### src/rtl/ahb_master_if_if.sv
// Bundle of command, response and AHB-Lite signals for the single-master
// transfer engine. The master modport is the engine's view, the slave
// modport is the view of whatever drives commands and models the bus.
interface ahb_master_if_if #(
   parameter int ADDR_W = 32,
   parameter int DATA_W = 32
);
   logic              cmd_valid;
   logic              cmd_ready;
   logic              cmd_write;
   logic [ADDR_W-1:0] cmd_addr;
   logic [2:0]        cmd_size;
   logic [DATA_W-1:0] cmd_wdata;
   logic              rsp_valid;
   logic [DATA_W-1:0] rsp_rdata;
   logic              rsp_err;
   logic [1:0]        sel;
   logic [ADDR_W-1:0] haddr;
   logic [1:0]        htrans;
   logic              hwrite;
   logic [2:0]        hsize;
   logic [2:0]        hburst;
   logic [DATA_W-1:0] hwdata;
   logic [DATA_W-1:0] hrdata;
   logic              hready;
   logic              hresp;

   modport master (
      input  cmd_valid, cmd_write, cmd_addr, cmd_size, cmd_wdata,
      input  hrdata, hready, hresp,
      output cmd_ready, rsp_valid, rsp_rdata, rsp_err,
      output sel, haddr, htrans, hwrite, hsize, hburst, hwdata
   );

   modport slave (
      output cmd_valid, cmd_write, cmd_addr, cmd_size, cmd_wdata,
      output hrdata, hready, hresp,
      input  cmd_ready, rsp_valid, rsp_rdata, rsp_err,
      input  sel, haddr, htrans, hwrite, hsize, hburst, hwdata
   );
endinterface

### src/rtl/ahb_master_if.sv
// Single-master AHB-Lite transfer engine: accepts one valid/ready command at
// a time, runs it as a SINGLE NONSEQ transfer and reports completion on a
// one-cycle response strobe. All outputs come straight from registers.
module ahb_master_if #(
   parameter int ADDR_W = 32,
   parameter int DATA_W = 32
) (
   input logic           hclk,
   input logic           hreset,
   ahb_master_if_if.master bus
);

   typedef enum logic [1:0] {
      S_IDLE = 2'd0,
      S_ADDR = 2'd1,
      S_DATA = 2'd2
   } state_t;

   localparam logic [1:0] HTRANS_IDLE   = 2'b00;
   localparam logic [1:0] HTRANS_NONSEQ = 2'b10;

   state_t            r_state;
   logic              r_cmd_ready;
   logic              r_rsp_valid;
   logic              r_rsp_err;
   logic [DATA_W-1:0] r_rsp_rdata;
   logic [ADDR_W-1:0] r_haddr;
   logic [1:0]        r_htrans;
   logic              r_hwrite;
   logic [2:0]        r_hsize;
   logic [DATA_W-1:0] r_hwdata;
   logic [DATA_W-1:0] r_wdata;

   // Transfer FSM: address and control are latched at accept and held until
   // the next accept, so the decoder select stays stable through the data
   // phase and beyond; only htrans marks a live address phase.
   always_ff @(posedge hclk or posedge hreset) begin
      if (hreset) begin
         r_state     <= S_IDLE;
         r_cmd_ready <= 1'b1;
         r_rsp_valid <= 1'b0;
         r_rsp_err   <= 1'b0;
         r_rsp_rdata <= '0;
         r_haddr     <= '0;
         r_htrans    <= HTRANS_IDLE;
         r_hwrite    <= 1'b0;
         r_hsize     <= 3'b010;
         r_hwdata    <= '0;
         r_wdata     <= '0;
      end else begin
         r_rsp_valid <= 1'b0;
         case (r_state)
            S_IDLE: begin
               if (bus.cmd_valid) begin
                  r_haddr     <= bus.cmd_addr;
                  r_hwrite    <= bus.cmd_write;
                  r_hsize     <= bus.cmd_size;
                  r_wdata     <= bus.cmd_wdata;
                  r_htrans    <= HTRANS_NONSEQ;
                  r_cmd_ready <= 1'b0;
                  r_state     <= S_ADDR;
               end
            end
            S_ADDR: begin
               if (bus.hready) begin
                  r_htrans <= HTRANS_IDLE;
                  r_hwdata <= r_wdata;
                  r_state  <= S_DATA;
               end
            end
            S_DATA: begin
               // An ERROR response is waited through like any wait state and
               // only its final (hready=1) cycle is sampled.
               if (bus.hready) begin
                  r_rsp_valid <= 1'b1;
                  r_rsp_err   <= bus.hresp;
                  if (!r_hwrite) begin
                     r_rsp_rdata <= bus.hrdata;
                  end
                  r_cmd_ready <= 1'b1;
                  r_state     <= S_IDLE;
               end
            end
            default: begin
               r_htrans    <= HTRANS_IDLE;
               r_cmd_ready <= 1'b1;
               r_state     <= S_IDLE;
            end
         endcase
      end
   end

   assign bus.cmd_ready = r_cmd_ready;
   assign bus.rsp_valid = r_rsp_valid;
   assign bus.rsp_err   = r_rsp_err;
   assign bus.rsp_rdata = r_rsp_rdata;
   assign bus.haddr     = r_haddr;
   assign bus.sel       = r_haddr[ADDR_W-1 -: 2];
   assign bus.htrans    = r_htrans;
   assign bus.hwrite    = r_hwrite;
   assign bus.hsize     = r_hsize;
   assign bus.hburst    = 3'b000;
   assign bus.hwdata    = r_hwdata;

endmodule

### src/flat_wrapper.sv
// flat-port wrapper written by rule: the top's interface ports become plain ports
module ahb_master_if_flat 
#(
   parameter int ADDR_W = 32,
   parameter int DATA_W = 32
)
  (hclk, hreset, bus_cmd_valid, bus_cmd_write, bus_cmd_addr, bus_cmd_size, bus_cmd_wdata, bus_hrdata, bus_hready, bus_hresp, bus_cmd_ready, bus_rsp_valid, bus_rsp_rdata, bus_rsp_err, bus_sel, bus_haddr, bus_htrans, bus_hwrite, bus_hsize, bus_hburst, bus_hwdata);
  ahb_master_if_if #(.ADDR_W(ADDR_W), .DATA_W(DATA_W)) bus_i ();
  input logic hclk;
  input logic hreset;
  input wire logic [$bits(bus_i.cmd_valid)-1:0] bus_cmd_valid;
  input wire logic [$bits(bus_i.cmd_write)-1:0] bus_cmd_write;
  input wire logic [$bits(bus_i.cmd_addr)-1:0] bus_cmd_addr;
  input wire logic [$bits(bus_i.cmd_size)-1:0] bus_cmd_size;
  input wire logic [$bits(bus_i.cmd_wdata)-1:0] bus_cmd_wdata;
  input wire logic [$bits(bus_i.hrdata)-1:0] bus_hrdata;
  input wire logic [$bits(bus_i.hready)-1:0] bus_hready;
  input wire logic [$bits(bus_i.hresp)-1:0] bus_hresp;
  output wire logic [$bits(bus_i.cmd_ready)-1:0] bus_cmd_ready;
  output wire logic [$bits(bus_i.rsp_valid)-1:0] bus_rsp_valid;
  output wire logic [$bits(bus_i.rsp_rdata)-1:0] bus_rsp_rdata;
  output wire logic [$bits(bus_i.rsp_err)-1:0] bus_rsp_err;
  output wire logic [$bits(bus_i.sel)-1:0] bus_sel;
  output wire logic [$bits(bus_i.haddr)-1:0] bus_haddr;
  output wire logic [$bits(bus_i.htrans)-1:0] bus_htrans;
  output wire logic [$bits(bus_i.hwrite)-1:0] bus_hwrite;
  output wire logic [$bits(bus_i.hsize)-1:0] bus_hsize;
  output wire logic [$bits(bus_i.hburst)-1:0] bus_hburst;
  output wire logic [$bits(bus_i.hwdata)-1:0] bus_hwdata;
  assign bus_i.cmd_valid = bus_cmd_valid;
  assign bus_i.cmd_write = bus_cmd_write;
  assign bus_i.cmd_addr = bus_cmd_addr;
  assign bus_i.cmd_size = bus_cmd_size;
  assign bus_i.cmd_wdata = bus_cmd_wdata;
  assign bus_i.hrdata = bus_hrdata;
  assign bus_i.hready = bus_hready;
  assign bus_i.hresp = bus_hresp;
  assign bus_cmd_ready = bus_i.cmd_ready;
  assign bus_rsp_valid = bus_i.rsp_valid;
  assign bus_rsp_rdata = bus_i.rsp_rdata;
  assign bus_rsp_err = bus_i.rsp_err;
  assign bus_sel = bus_i.sel;
  assign bus_haddr = bus_i.haddr;
  assign bus_htrans = bus_i.htrans;
  assign bus_hwrite = bus_i.hwrite;
  assign bus_hsize = bus_i.hsize;
  assign bus_hburst = bus_i.hburst;
  assign bus_hwdata = bus_i.hwdata;
  ahb_master_if #(.ADDR_W(ADDR_W), .DATA_W(DATA_W)) u_core (.hclk(hclk), .hreset(hreset), .bus(bus_i));
endmodule
### config.mk
export PLATFORM = sky130hd
export DESIGN_NAME = ahb_master_if_flat
export DESIGN_NICKNAME = d
export VERILOG_FILES = /design/src/rtl/ahb_master_if_if.sv /design/src/rtl/ahb_master_if.sv /design/src/flat_wrapper.sv
export SDC_FILE = /design/constraint.sdc
export NUM_CORES = 1
export LEC_CHECK = 0
export CORE_MARGIN = 3
export CORE_UTILIZATION = 25
export DETAILED_ROUTE_END_ITERATION = 6
export PLACE_DENSITY = 0.59
export RECOVER_POWER = 25
export SKIP_LAST_GASP = 1
export SLEW_MARGIN = 20
export SYNTH_ARGS = -nofsm -noshare
export SYNTH_HDL_FRONTEND = slang
export SYNTH_SLANG_ARGS = --single-unit
### constraint.sdc
create_clock -name hclk -period 6 [get_ports hclk]
set_input_delay 1.5 -clock hclk [delete_from_list [all_inputs] [get_ports hclk]]
set_output_delay 1.5 -clock hclk [all_outputs]
set_load 0.005 [all_outputs]
==> results of run 1 <==
-- placed cells by master, fill, tap and decap left out, drive strengths merged, types with 2 or more instances in the layout --
cell           instances
mux2                 133
clkinv                 3
nor2                   6
clkbuf                19
conb                   4
o21ai                  2
inv                    6
buf                    4
clkinvlp               3
dfrtp                136
dlygate4sd3            2
bufinv                 4
dfstp                  2
nand3b                 2
clkdlybuf4s50        208
nor2b                  2
-- kinds of logic after synthesis --
family,after synthesis,share of synthesized area [%]
other cells,1,0.0704
compound gates,3,0.352
mux,134,29.7
buf+inv,24,3.48
simple gates,12,1.48
flops,138,64.9
-- worst max-delay path by stage --
stage          cells after the start  slack (ns)          start                        to
3_5_place_dp                       5        1.97  bus_cmd_valid      u_core.bus.haddr[21]
4_1_cts                            5        2.44  bus_cmd_valid      u_core.bus.haddr[21]
2_1_floorplan                      1        0.81         hreset       u_core.bus.haddr[0]
3_3_place_gp                       5        2.04  bus_cmd_valid      u_core.bus.haddr[21]
5_1_grt                            4        2.67     bus_hready  u_core.bus.rsp_rdata[30]
6_report                           4        2.78     bus_hready  u_core.bus.rsp_rdata[30]
-- power groups by stage --
stage          sequential, W  combinational (W)  clock, W
5_1_grt              0.00169            0.00156   0.00121
2_1_floorplan        0.00162           0.000589         0
4_1_cts              0.00163            0.00149   0.00116
3_3_place_gp         0.00162            0.00145         0
6_report             0.00162            0.00146   0.00112
3_5_place_dp         0.00164            0.00148         0
-- per-layer routing --
metal | vias up | global-route usage, % | share of wire, %
li1 | 1506 | - | -
met1 | 1629 | 13.1 | 41
met2 | 127 | 18.0 | 49
met3 | 17 | 5.80 | 8.8
met4 | 0 | 3.85 | 1.4
met5 | - | 0 | 0
-- sequential cells by signal, indices dropped and copies added, names as in the netlist, 2 cells and up --
signal and cells:
u_core.bus.rsp_rdata 32, u_core.bus.haddr 32, u_core.r_wdata 32, u_core.bus.hwdata 32, u_core.r_state 2, u_core.bus.hsize 3
-- cell type report --
class	instances	area, um^2
clock buffer	19	443
clock inverter	13	191
fill	1946	12300
inverter	3	16.3
multi-input combinational	153	1700
sequential	138	3460
tap	270	338
timing repair buffer	214	2160
-- metrics by stage --
| stage | hold WS [ns] | instances | worst slack, ns | utilization, % | total power, W |
|---|---|---|---|---|---|
| after floorplan | 0.477 | 315 | 0.807 | - | 0.00221 |
| after global placement | 0.473 | 777 | 2.04 | 37.2 | 0.00307 |
| after detailed placement | 0.478 | 777 | 1.97 | 37.2 | 0.00313 |
| after CTS | 0.491 | 809 | 2.44 | 40.3 | 0.00428 |
| after global routing | 0.506 | 810 | 2.67 | 40.4 | 0.00446 |
| final | 0.487 | 810 | 2.78 | 40.4 | 0.00420 |
==> results.md, run 1 <==
- Overflow left after global routing: 0
- Critical-path top delay cell: sky130_fd_sc_hd__nor2_4
- Final RePlAce weighted congestion: 0.743
- Setup tns final: 0 ns
- Share of the synthesized area in the top cell type: 63.9%
- Net Switching: 0.00106 W
- Number of endpoints with negative hold slack in the final report: 0
- Router iterations before antenna repair: 4
- Post-synthesis cell type count: 21
- Top cell family by delay on the critical path: simple AND/OR/NAND/NOR gates
- Hold buffer count at cts: 0
- Synthesized instance count: 312
- Lkg Pwr: 3.45 nW
- Sequential fraction of the synthesis area: 64.9%
- Int Pwr: 0.00314 W
- DRC Markers: 0
- Area post-placement: 0.00764 mm^2
- Result of the run: completed
- Flip-flop and latch count after synthesis: 138
- Count leader, synth: sky130_fd_sc_hd__dfrtp_1
- Core box area: 0.0206 mm^2
- Post-detailed-route wirelength per cell: 15.5 um
- Data arrival time of the critical path: 3.51 ns
- Setup repair after global routing missed its margin: false
- Post-synth top cells: sky130_fd_sc_hd__dfrtp_1, sky130_fd_sc_hd__mux2_2, sky130_fd_sc_hd__mux2_4, sky130_fd_sc_hd__buf_2, sky130_fd_sc_hd__buf_4
- Clock net sink count: 138
- WHS Path Cells: 1
- Via-to-Cell Ratio: 4.05
- Power per cell area: 506 mW/mm^2
- Number of pins exceeding their max-slew limit in the final report: 0
- Maximum fanout along the worst path: 32
- Endpoint of the worst-slack reg-to-reg timing path: u_core.bus.rsp_rdata[30]
- GRT Overall Usage: 11.3%
- Starting Density: 25.9%
- Boundary pin count: 215
- Post-CTS Setup Inserts: 0
- Clk network pwr share: 26.7%
- Detailed-placement wirelength estimate: 8910 um
- Flip-flop cell with the highest count after synthesis: sky130_fd_sc_hd__dfrtp_1
- Post-synth EDFFs: 0
- Die outline area: 0.0231 mm^2
- Critical register-to-register path startpoint: u_core.r_state[0]
- Die X: 152 um
- Largest stage delay on the critical path: 0.72 ns
- Number of buffer and inverter instances along the worst setup path: 1
- Global-route wire length before repair: 20500 um
- Portion of the clock cycle consumed by the worst path in the final layout: 53.6%
- Category of the worst setup path launch point: primary input
- Cell types occupying the most area after synthesis: sky130_fd_sc_hd__dfrtp_1, sky130_fd_sc_hd__mux2_2, sky130_fd_sc_hd__mux2_4
- Most area-hungry cell type in the Yosys netlist: sky130_fd_sc_hd__dfrtp_1
- Insertion delay to the later sink of the worst-skew pair: 0.42 ns
- Kind of end point of the critical path: flop
- Routed via count: 3279
- Max_cap viols: 0
- Critical hold path startpoint: u_core.bus.rsp_rdata[11]
- Post-route antenna net violation count: 0
- Worst slew margin relative to its limit: 40.7%
- Tightest Pin Transition: 0.887 ns
- Worst min-delay path class: reg2reg
- Worst setup path class: in2reg
- Maximum number of buffers from clock root to sink: 2
- VDD IR max: 0.000236 V
- Highest Clock Rate: 311 MHz
- Buffers on Ports: 210
- Total detailed-routing wirelength: 12600 um
- TritonCTS clock tree: done
- Area growth from synthesis to layout: 55.8%
- Netlist Area Pre-Place: 0.00533 mm^2
- Setup Skew: 0.0100 ns
- Area of all placed cells without fillers: 0.00830 mm^2
- Clock tree root driver cell: sky130_fd_sc_hd__clkbuf_16
- CTS buffer count: 17
- Fin crit period: 3.22 ns
- Share of total power consumed by net switching: 25.2%
- Post-layout nets: 632
- CTS clock-pin slew for the worst setup and hold paths: 0.06 ns
- DIE HEIGHT: 152 um
- Antenna cells: 0
- Synth warn: 0
- Async set-or-reset flop fraction in the synthesized netlist: 100%
- Initial DRC Count: 69
- Reg-to-reg slack, setup: 3.96 ns
- FP Rows: 52
- Pin count of the biggest net entering global routing: 94
- Seq pwr share: 38.6%
- Required @ worst endpoint: 6.29 ns
- Synth Area per Inst: 17.1 um^2
- Cts repair resizes: 0
- Endpoint of the worst hold path: u_core.bus.rsp_rdata[11]
- Number of antenna violations at the first check in global routing: 0
- Number of global-route vias before repair: 3664
- Final setup vio count: 0
- Layout cells sized above 1: 31.7%
- Worst r2r path cells: 3
- Logic pwr share: 34.7%
- Sequence of cells on the critical path: dlygate4sd3_1, nand3b_1, nor2_4, mux2_2
- H-Tree Level Count: 4
Power figures use the tool's default switching activity.
==> run 2: changes to the inputs <==
==> constraint.sdc (replaced) <==
create_clock -name hclk -period 3.2 [get_ports hclk]
set_input_delay 0.8 -clock hclk [delete_from_list [all_inputs] [get_ports hclk]]
set_output_delay 0.8 -clock hclk [all_outputs]
set_load 0.005 [all_outputs]
==> run 2 against run 1 <==
Effect of this change:
- worst hold slack improved by 0.0085 ns
- clock-buffer cell count rose by 2
- register-to-register slack got worse by 2.6 ns
- via count rose by 2.5%
- die area did not move
- utilization rose by 0.13 points
- critical path depth fell by 1
- critical path type is now in2async
==> results.md, run 2 (same netlist as run 1, synthesis figures left out) <==
- CTS buffer count: 17
- VDD IR max: 0.000360 V
- Worst setup path class: in2async
- Insertion delay to the later sink of the worst-skew pair: 0.41 ns
- Die outline area: 0.0231 mm^2
- DIE HEIGHT: 152 um
- Pin count of the biggest net entering global routing: 69
- FP Rows: 52
- Number of global-route vias before repair: 3669
- Clock tree root driver cell: sky130_fd_sc_hd__clkbuf_16
- Critical register-to-register path startpoint: u_core.r_state[1]
- Portion of the clock cycle consumed by the worst path in the final layout: 76.3%
- Antenna cells: 0
- Final RePlAce weighted congestion: 0.724
- Overflow left after global routing: 0
- Max_cap viols: 0
- Lkg Pwr: 3.47 nW
- Data arrival time of the critical path: 2.85 ns
- Router iterations before antenna repair: 4
- Setup repair after global routing missed its margin: false
- Result of the run: completed
- Final setup vio count: 0
- Kind of end point of the critical path: async pin
- Cts repair resizes: 0
- Final Worst Setup Slack: 0.758 ns
- Setup tns final: 0 ns
- WHS: 0.495 ns
- Area growth from synthesis to layout: 56.3%
- Highest Clock Rate: 410 MHz
- Boundary pin count: 215
- Detailed-placement wirelength estimate: 8980 um
- Worst r2r path cells: 3
- Starting Density: 25.9%
- Clock net sink count: 138
- Routed via count: 3361
- Endpoint of the worst-slack reg-to-reg timing path: u_core.bus.hwdata[2]
- Register cell area after layout: 0.00346 mm^2
- GRT Overall Usage: 11.1%
- Category of the worst setup path launch point: primary input
- Post-route antenna net violation count: 0
- Initial DRC Count: 77
- Layout cells sized above 1: 31.9%
- Most common library cell in the layout ignoring fill and taps: sky130_fd_sc_hd__clkdlybuf4s50_1
- DRC Markers: 0
- Worst min-delay path class: reg2reg
- Reg-to-reg slack, setup: 1.40 ns
- Fin crit period: 2.44 ns
- Maximum number of buffers from clock root to sink: 2
- Required @ worst endpoint: 3.61 ns
- Number of pins exceeding their max-slew limit in the final report: 0
- Maximum fanout along the worst path: 68
- CTS clock-pin slew for the worst setup and hold paths: 0.05 ns
- Multi-input logic area: 0.00170 mm^2
- Total detailed-routing wirelength: 12600 um
- Via-to-Cell Ratio: 4.14
- Setup Skew: 0.00879 ns
- Global-route wire length before repair: 20300 um
- Power per cell area: 945 mW/mm^2
- Final-layout fill cell count: 1912
- Endpoint of the worst hold path: u_core.bus.rsp_rdata[4]
- Number of antenna violations at the first check in global routing: 0
- Placement-stage worst setup slack: 0.492 ns
- Critical hold path startpoint: u_core.bus.rsp_rdata[4]
- Hold buffer count at cts: 0
- Post-CTS Setup Inserts: 0
- Number of endpoints with negative hold slack in the final report: 0
- Die X: 152 um
- Worst slew margin relative to its limit: 37.2%
- Buffers on Ports: 210
- TritonCTS clock tree: done
- Most frequent cells in the layout: sky130_fd_sc_hd__clkdlybuf4s50_1, sky130_fd_sc_hd__dfrtp_1, sky130_fd_sc_hd__mux2_2, sky130_fd_sc_hd__mux2_4, sky130_fd_sc_hd__clkbuf_16
- WHS Path Cells: 1
- H-Tree Level Count: 4
- Post-layout nets: 634
- Core box area: 0.0206 mm^2
- Post-detailed-route wirelength per cell: 15.5 um
- Tightest Pin Transition: 0.936 ns
[run 2: changes by cell type in the layout (fill, tap and decap cells not counted), sizes merged]
| cell | before | now |
|---|---|---|
| inv | 6 | 2 |
| clkbuf | 19 | 22 |
| clkinv | 3 | 5 |
| buf | 4 | 5 |
[run 2: through the flow]
| stage | cell area, um^2 | util [%] | total power, W | cells |
|---|---|---|---|---|
| final | 8320 | 40.5 | 0.00786 | 812 |
| after floorplan | 5340 | - | 0.00415 | 315 |
| after global routing | 8320 | 40.5 | 0.00834 | 812 |
| after CTS | 8340 | 40.6 | 0.00803 | 812 |
| after detailed placement | 7700 | 37.5 | 0.00587 | 780 |
| after global placement | 7700 | 37.5 | 0.00578 | 780 |
[run 2: layout make-up]
type,count,area share [%]
inverters,3,0.150
clock buffers,21,5.65
repair buffers,216,26.2
clock inverters,11,2.01
flip-flops and latches,138,41.5
multi-input cells,153,20.4
well taps,270,4.06
[run 2: where the power goes]
group | total (W) | internal (W) | leakage (nW) | switching [W]
Sequential | 0.00303 | 0.00259 | 1.63 | 0.000437
Clock | 0.00209 | 0.00136 | 0.309 | 0.000726
Combinational | 0.00275 | 0.00197 | 1.53 | 0.000781
[run 2: worst max-delay path, stage by stage]
cell and delay, ns:
sky130_fd_sc_hd__dlygate4sd3_1 0.54, sky130_fd_sc_hd__clkinvlp_2 0.57, sky130_fd_sc_hd__clkbuf_4 0.88
[run 2: how the worst max path moves through the flow]
stage	end	from	slack, ns	cells past startpoint
2_1_floorplan	u_core.bus.haddr[0]	hreset	0.68	1
3_3_place_gp	u_core.bus.hwdata[11]	bus_hready	0.53	4
3_5_place_dp	u_core.bus.hwdata[2]	bus_hready	0.49	4
4_1_cts	bus_cmd_ready	u_core.bus.cmd_ready	0.88	1
5_1_grt	u_core.r_wdata[10]	hreset	0.45	3
6_report	u_core.r_wdata[10]	hreset	0.76	3
[run 2: metal layers]
layer | up-vias | share of wire (%) | global-route usage [%]
met3 | 10 | 8.0 | 5.35
li1 | 1514 | - | -
met2 | 119 | 51 | 18.8
met5 | - | 0 | 0
met1 | 1718 | 39 | 12.4
met4 | 0 | 1.3 | 3.25
==> run 3: changes to the inputs <==
==> constraint.sdc (replaced) <==
create_clock -name hclk -period 2.44 [get_ports hclk]
set_input_delay 0.61 -clock hclk [delete_from_list [all_inputs] [get_ports hclk]]
set_output_delay 0.61 -clock hclk [all_outputs]
set_load 0.005 [all_outputs]
==> run 3 against run 2 <==
Effect of this change:
- global-route usage increased by 0.29 points
- combinational power increased by 32%
- largest power group unchanged
- clock skew decreased by 0.0018 ns
- setup slack got worse by 0.43 ns
- non-clock buffer count increased by 3
==> results.md, run 3 (same netlist as run 1, synthesis figures left out) <==
- Core box area: 0.0206 mm^2
- Max_cap viols: 0
- Number of endpoints with negative hold slack in the final report: 0
- Lkg Pwr: 3.47 nW
- FP Rows: 52
- Category of the worst setup path launch point: flop
- Setup repair after global routing missed its margin: false
- Area post-placement: 0.00776 mm^2
- Clock tree root driver cell: sky130_fd_sc_hd__clkbuf_16
- Insertion delay to the later sink of the worst-skew pair: 0.41 ns
- Initial DRC Count: 54
- TritonCTS clock tree: done
- Sequence of cells on the critical path: clkdlybuf4s50_1
- Router iterations before antenna repair: 3
- Required @ worst endpoint: 1.83 ns
- Result of the run: completed
- Final-layout fill cell count: 1930
- Area of all placed cells without fillers: 0.00833 mm^2
- Layout cells sized above 1: 32.3%
- Area growth from synthesis to layout: 56.3%
- Worst setup path class: reg2out
- Final RePlAce weighted congestion: 0.756
- Setup Skew: 0.00699 ns
- DRC Markers: 0
- Starting Density: 25.9%
- Post-detailed-route wirelength per cell: 15.7 um
- Kind of end point of the critical path: primary output
- H-Tree Level Count: 4
- Tightest Pin Transition: 1.16 ns
- Portion of the clock cycle consumed by the worst path in the final layout: 86.4%
- Boundary pin count: 215
- Most common library cell in the layout ignoring fill and taps: sky130_fd_sc_hd__clkdlybuf4s50_1
- Pin count of the biggest net entering global routing: 63
- Final setup vio count: 0
- Critical-path top delay cell: sky130_fd_sc_hd__dfstp_2
- Global-route wire length before repair: 20800 um
- Post-route antenna net violation count: 0
- Number of buffer and inverter instances along the worst setup path: 1
- Die X: 152 um
- Hold buffer count at cts: 0
- Data arrival time of the critical path: 1.50 ns
- Maximum fanout along the worst path: 3
- Maximum number of buffers from clock root to sink: 2
- Number of antenna violations at the first check in global routing: 0
- Most frequent cells in the layout: sky130_fd_sc_hd__clkdlybuf4s50_1, sky130_fd_sc_hd__dfrtp_1, sky130_fd_sc_hd__mux2_2, sky130_fd_sc_hd__mux2_4, sky130_fd_sc_hd__clkbuf_16
- Top cell family by delay on the critical path: flip-flops
- Highest Clock Rate: 474 MHz
- Routed via count: 3327
- Power per cell area: 1220 mW/mm^2
- Detailed-placement wirelength estimate: 9330 um
- Clock net sink count: 138
- CTS buffer count: 17
- Via-to-Cell Ratio: 4.08
- Cts repair resizes: 0
- VDD IR max: 0.000463 V
- Worst min-delay path class: reg2reg
- Fin crit period: 2.11 ns
- Largest stage delay on the critical path: 0.55 ns
- Setup tns final: 0 ns
- CTS clock-pin slew for the worst setup and hold paths: 0.06 ns
- GRT Overall Usage: 11.3%
- Die outline area: 0.0231 mm^2
- DIE HEIGHT: 152 um
- Buffers on Ports: 210
- Overflow left after global routing: 0
- Antenna cells: 0
- Post-layout nets: 637
- Worst slew margin relative to its limit: 22.8%
- Total detailed-routing wirelength: 12800 um
- Number of global-route vias before repair: 3773
- Post-CTS Setup Inserts: 0
- Number of pins exceeding their max-slew limit in the final report: 0
## run 3: cell types whose count changed in the layout (fill, tap and decap cells not counted), sizes merged
cell | before | now
buf | 5 | 7
clkinvlp | 3 | 4
clkbuf | 22 | 21
bufinv | 4 | 3
clkinv | 5 | 7
## run 3: per-stage QoR
step	util [%]	hold WS (ns)	total power, W	cells	worst slack, ns
final	40.5	0.490	0.0102	815	0.331
after global routing	40.5	0.522	0.0108	815	0.287
after CTS	40.6	0.451	0.0104	815	0.296
after detailed placement	37.7	0.481	0.00774	783	0.135
after global placement	37.7	0.471	0.00762	783	0.156
after floorplan	-	0.477	0.00544	315	0.111
## run 3: metal layers
layer  track usage, %  vias to the layer above  part of all wire [%]
li1                 -                     1513                     -
met1             12.7                     1672                    39
met2             19.3                      123                    51
met3             4.58                       19                   7.3
met4             4.54                        0                   2.2
met5                0                        -                     0
## run 3: layout make-up
type	instances	area (um^2)	share of cell area, %
inverters	3	12.5	0.150
repair buffers	219	2230	26.8
clock inverters	13	151	1.82
multi-input cells	153	1700	20.4
well taps	270	338	4.06
flip-flops and latches	138	3460	41.5
clock buffers	19	443	5.32
## run 3: worst register-to-register path, cell delays in order, from the launching register on
cell                      delay, ns
sky130_fd_sc_hd__dfrtp_1       0.44
sky130_fd_sc_hd__nor2b_2       0.18
sky130_fd_sc_hd__nor2b_4       0.28
sky130_fd_sc_hd__buf_12        0.24
sky130_fd_sc_hd__mux2_2        0.38
## run 3: where the power goes
| group | switching, W | internal, W |
|---|---|---|
| registers | 0.000582 | 0.00340 |
| logic | 0.00102 | 0.00260 |
| clock network | 0.000964 | 0.00162 |
## run 3: path summary, 6_finish.rpt
kind | slack, ns | depth (start not counted) | to | from
max in group asynchronous | 0.58 | 3 | u_core.bus.hwdata[10] | hreset
setup / recovery | 0.33 | 1 | bus_cmd_ready | u_core.bus.cmd_ready
setup reg to reg | 0.81 | 4 | u_core.bus.haddr[29] | u_core.r_state[1]
hold reg to reg | 0.49 | 1 | u_core.bus.rsp_rdata[4] | u_core.bus.rsp_rdata[4]
hold / removal | 0.49 | 1 | u_core.bus.rsp_rdata[4] | u_core.bus.rsp_rdata[4]
min in group asynchronous | 0.55 | 2 | u_core.r_wdata[25] | hreset
